`config.mk`:
```
export PLATFORM = sky130hd
export DESIGN_NAME = fetch_unit
export DESIGN_NICKNAME = d
export VERILOG_FILES = /design/src/rtl/fetch_pkg.sv /design/src/rtl/fetch_unit.sv
export SDC_FILE = /design/constraint.sdc
export NUM_CORES = 1
export LEC_CHECK = 0
export BUFFER_PORTS_ARGS = -buffer_cell sky130_fd_sc_hd__buf_2
export CORE_ASPECT_RATIO = 0.75
export CORE_UTILIZATION = 54
export DETAILED_ROUTE_END_ITERATION = 8
export GPL_TIMING_DRIVEN = 1
export PLACE_DENSITY = 0.83
export RECOVER_POWER = 25
export SYNTH_ARGS = -nofsm -noshare
export SYNTH_HDL_FRONTEND = slang
export SYNTH_SLANG_ARGS = --single-unit
```
`constraint.sdc`:
```
create_clock -name clk -period 4.35 [get_ports clk]
set_input_delay 0.435 -clock clk [delete_from_list [all_inputs] [get_ports clk]]
set_output_delay 0.435 -clock clk [all_outputs]
set_load 0.02 [all_outputs]
```
`src/rtl/fetch_pkg.sv`:
```
// Definitions shared by the fetch stage and the decoder: FSM states,
// the opcodes that carry a trailing immediate word, and has_imm().
package fetch_pkg;

  typedef enum logic [1:0] {
    BOOT      = 2'd0,
    FETCH_OP  = 2'd1,
    FETCH_IMM = 2'd2,
    VALID     = 2'd3
  } fetch_state_t;

  localparam logic [6:0] OP_LDD = 7'h02;
  localparam logic [6:0] OP_LDO = 7'h03;
  localparam logic [6:0] OP_LDI = 7'h04;
  localparam logic [6:0] OP_STD = 7'h05;
  localparam logic [6:0] OP_STO = 7'h06;
  localparam logic [6:0] OP_ADI = 7'h08;
  localparam logic [6:0] OP_CMI = 7'h0D;
  localparam logic [6:0] OP_JMP = 7'h0E;

  function automatic logic has_imm(input logic [6:0] opcode);
    case (opcode)
      OP_LDD, OP_LDO, OP_LDI, OP_STD, OP_STO, OP_ADI, OP_CMI, OP_JMP: has_imm = 1'b1;
      default: has_imm = 1'b0;
    endcase
  endfunction

endpackage

```
`src/rtl/fetch_unit.sv`:
```
// Instruction fetch stage: PC register, opcode/immediate fetch FSM and decode handshake.
// Optional memory stall counter is enabled by defining FETCH_STALL_CNT_EN.
module fetch_unit
  import fetch_pkg::*;
#(
  parameter int              PC_W         = 16,
  parameter logic [PC_W-1:0] RESET_VECTOR = '0
) (
  input  logic            clk,
  input  logic            rst,
  output logic [PC_W-1:0] mem_addr,
  output logic            mem_req,
  input  logic            mem_ack,
  input  logic [15:0]     mem_data,
  output logic [15:0]     instr,
  output logic [15:0]     imm,
  output logic            instr_valid,
  input  logic            instr_ready,
  input  logic            pc_inc,
  input  logic            pc_ie,
  input  logic [PC_W-1:0] pc_load,
  output logic [PC_W-1:0] pc
`ifdef FETCH_STALL_CNT_EN
  ,
  output logic [15:0]     stall_cnt
`endif
);

  fetch_state_t    state, next_state;
  logic [PC_W-1:0] pc_step;

  always_ff @(posedge clk) begin
    if (rst) state <= BOOT;
    else     state <= next_state;
  end

  always_comb begin
    next_state  = state;
    mem_req     = 1'b0;
    mem_addr    = pc;
    instr_valid = 1'b0;
    case (state)
      BOOT: next_state = FETCH_OP;
      FETCH_OP: begin
        mem_req = 1'b1;
        if (mem_ack) next_state = has_imm(mem_data[15:9]) ? FETCH_IMM : VALID;
      end
      FETCH_IMM: begin
        mem_req  = 1'b1;
        mem_addr = pc + PC_W'(1);
        if (mem_ack) next_state = VALID;
      end
      VALID: begin
        instr_valid = 1'b1;
        if (instr_ready) next_state = FETCH_OP;
      end
      default: next_state = BOOT;
    endcase
  end

  // The held instruction word tells us whether it occupied one or two memory words.
  assign pc_step = has_imm(instr[15:9]) ? PC_W'(2) : PC_W'(1);

  always_ff @(posedge clk) begin
    if (rst) begin
      pc    <= RESET_VECTOR;
      instr <= 16'h0000;
      imm   <= 16'h0000;
    end else begin
      case (state)
        FETCH_OP: begin
          if (mem_ack) begin
            instr <= mem_data;
            if (!has_imm(mem_data[15:9])) imm <= 16'h0000;
          end
        end
        FETCH_IMM: begin
          if (mem_ack) imm <= mem_data;
        end
        VALID: begin
          if (instr_ready) begin
            if (pc_ie)       pc <= pc_load;
            else if (pc_inc) pc <= pc + pc_step;
          end
        end
        default: ;
      endcase
    end
  end

`ifdef FETCH_STALL_CNT_EN
  always_ff @(posedge clk) begin
    if (rst)
      stall_cnt <= 16'h0000;
    else if (mem_req && !mem_ack && stall_cnt != 16'hFFFF)
      stall_cnt <= stall_cnt + 16'd1;
  end
`endif

endmodule

```
==> metrics <==
outcome=finished clean; number of instances on the worst hold path=3; critical path's top delay family=simple AND/OR/NAND/NOR gates; Pins Over Slew Limit=0; wire length of the first global-routing pass=about 14 mm; post-route fraction of the period consumed by the critical path=around two thirds; leakage power total=about 1.4 nW; number of antenna diodes=0; final hold vios=0; endpoint required time on the critical path=3.91 ns; CTS resizes=0; worst-case hold path end point=instr[5]; clock-pin slew reported for the worst setup and hold paths after clock tree synthesis=0.11 ns; r2r startpoint=instr[15]; Worst Setup End Kind=output port; pin count of the biggest net entering global routing=38; Max IR drop VDD=0.290 mV; slew at the pin closest to its max-slew limit=1.16 ns; number of input and output port buffers inserted=slightly above 100; final critical path time including I/O delays and setup=about 2.8 ns; CTS tree=yes; core region area=approximately 5400 µm²; total negative slack for setup checks=0 ns; weighted congestion reported at the end of routability-driven placement=between 0.9 and 1; total length of routed wires=8.94 mm; drt pass-1 iters=5; initial antenna violation count=0; final core utilization=66.7%; synth warn=0; setup violation total in the final timing report=0; kind of critical path=reg2out; slowest stage cell, crit path=or4_4; # rows=23; post-synthesis register bit count=51; area share of xor/xnor cells in the synthesized design=4.24%; maximum level of the CTS H-tree=2; power density over cell area=slightly below 400 nW/µm²; endpoint of the worst-slack reg-to-reg timing path=pc[10]; full die area=slightly above 6000 µm²; synthesis-to-finish area growth=17.2%; arithmetic-cell share of the synthesized area counting full adders, half adders and majority gates=4.69%; prevailing post-synth register cell=dfxtp_1; mean post-synth cell area=approximately 8.1 µm²; largest fanout on the critical path=15; fraction of layout cells with a size suffix above 1=a little under a quarter; top cells by area in the synthesized netlist=dfxtp_1 33%, nand2_1 7.6%, o221ai_2 4.8%; main combinational cell family by area after synthesis=compound AO/OA/AOI/OAI gates; mux cell area share after synthesis=2.10%; delay of the slowest cell on the worst path=between 0.5 and 0.6 ns; number of I/O pins=104; remaining routing DRC violations=0; post-synthesis share of cell area spent on and, or, nand and nor gates=approximately 24%; final clock skew=0.00762 ns; number of buffers inserted by hold repair at cts=0; maximum frequency from static timing analysis=about 350 MHz; count of vias placed by the detailed router=approximately 3,300; via count of the first global-routing pass=2,789; Vias/cell=just over 6; initial core utilization=56.9%; compound-cell area share of the yosys netlist=24.9%; synthesized instance count=380; setup repair after global routing missed its margin=false; sequential element share of the synthesized area=roughly a third; half-perimeter wire length of the detailed placement result=~6.4 mm; number of clock sinks seen by CTS=between 50 and 60; Max-Cap Viols=0; count leader, synth=nand2_1; class of the most critical hold timing path=in2reg; number of distinct standard cells referenced by the synthesized netlist=60; violation count after the first detailed-routing iteration=around 370; worst-case clock buffer depth=2; grt total ovfl=0; Worst Setup Start Kind=flop; leading area contributor after synthesis=dfxtp_1; residual antenna-violating net count after detailed routing=0; cell breakdown of the critical path=inv_1 > ha_1 > nand2_1 > or4_4 > nor2_1 > xor2_1 > buf_2; post-synthesis net count=429; worst reg-to-reg setup slack=approximately 1.6 ns; net count of the finished layout=508; overall die width=approximately 90 µm; root buffer cell=clkbuf_8; worst path buffer plus inverter count=2; minimum hold slack=approximately 0.37 ns; worst max-slew margin expressed relative to the limit=22.3%; Worst Hold Launch=mem_data[5]; summed instance area of the synthesized netlist=just over 3000 µm²; WL per Instance=between 15 and 20 µm; arrival time at the worst endpoint=2.40 ns; R2R cell count=6; number of CTS-inserted buffers=5; Vert. Die Dim=approximately 68 µm; top-area cell type share of the netlist area=about a third; number of synthesized flops with an enable pin=0; clock latency at the later pin of the worst-skew pair=between 0.3 and 0.4 ns; Post-CTS Repair Setup Buffers=0; Total GRT Usage=29.6%; fraction of registers with async set/reset=0%; most frequent cells after synthesis=63 x nand2_1, 51 x dfxtp_1, 29 x a21oi_1
-- routing by layer --
metal  routed length, µm  track usage [%]
met5                   0                0
met4                 134             9.13
met3                 844             4.52
met2                3800             42.3
met1                4170             45.1
-- cell usage in the layout (no fill, tap or decap), types with 5 or more instances in the layout --
| cell type | count |
|---|---|
| nor2_1 | 24 |
| buf_2 | 74 |
| dfxtp_1 | 51 |
| o21ai_0 | 6 |
| xnor2_1 | 6 |
| clkbuf_8 | 5 |
| clkbuf_1 | 29 |
| ha_1 | 10 |
| o221ai_2 | 10 |
| nand3_1 | 5 |
| nand4_1 | 20 |
| nand2b_1 | 5 |
| o311ai_0 | 6 |
| inv_1 | 18 |
| a32oi_1 | 5 |
| nor3_1 | 7 |
| xor2_1 | 9 |
| a22oi_1 | 15 |
| a21oi_1 | 29 |
| nand2_1 | 63 |
-- how the worst max path moves through the flow --
| stage | startpoint | end | cells past startpoint |
|---|---|---|---|
| after detailed placement | instr[15] | pc[10] | 6 |
| after global placement | instr[15] | pc[10] | 6 |
| after CTS | state[0] | mem_addr[12] | 7 |
| after global routing | state[0] | mem_addr[15] | 7 |
| final | state[0] | mem_addr[10] | 7 |
| after floorplan | instr[15] | pc[10] | 6 |
-- sequential cells by signal, indices dropped and copies added, names as in the netlist, named ones only --
signal / count
pc: 16
instr: 16
imm: 16
state: 2
-- metrics by stage --
step                      setup WS [ns]  instance area [µm²]  instances  total power, mW
after floorplan                    1.74                 3100        380            0.979
after global placement             1.72                 3570        527             1.12
after detailed placement           1.63                 3570        527             1.14
after CTS                          1.53                 3670        535             1.44
after global routing               1.32                 3630        535             1.51
final                              1.52                 3630        535             1.44
-- cell type report --
class,instances,area (µm²)
Clock buffer,5,68.8
Fill cell,488,1810
Sequential cell,51,1020
Tap cell,75,93.8
Timing Repair Buffer,104,487
Inverter,18,67.6
Clock inverter,3,28.8
Multi-Input combinational cell,279,1860
-- kinds of logic (layout without fill, tap and decap cells) --
family,count (synthesis),after routing
XOR/XNOR,15,15
flip-flops,51,51
multiplexers,4,4
AND/OR/NAND/NOR,150,150
buffers and inverters,50,130
adder cells (fa/ha/maj),11,11
AO/OA/AOI/OAI,99,99
-- worst register-to-register path, cell delays in order (launching register included) --
cell      delay (ns)
dfxtp_1         0.34
or4b_2          0.73
fa_1            0.47
nand3b_1        0.26
or3_1           0.41
o311ai_0        0.33
a21oi_1         0.11
-- power breakdown --
part           switching (mW)  internal (mW)
sequential             0.0605          0.535
combinational           0.361          0.179
clock                   0.182          0.120
total                   0.603          0.833
No activity file was read; power rests on OpenSTA's default activity.
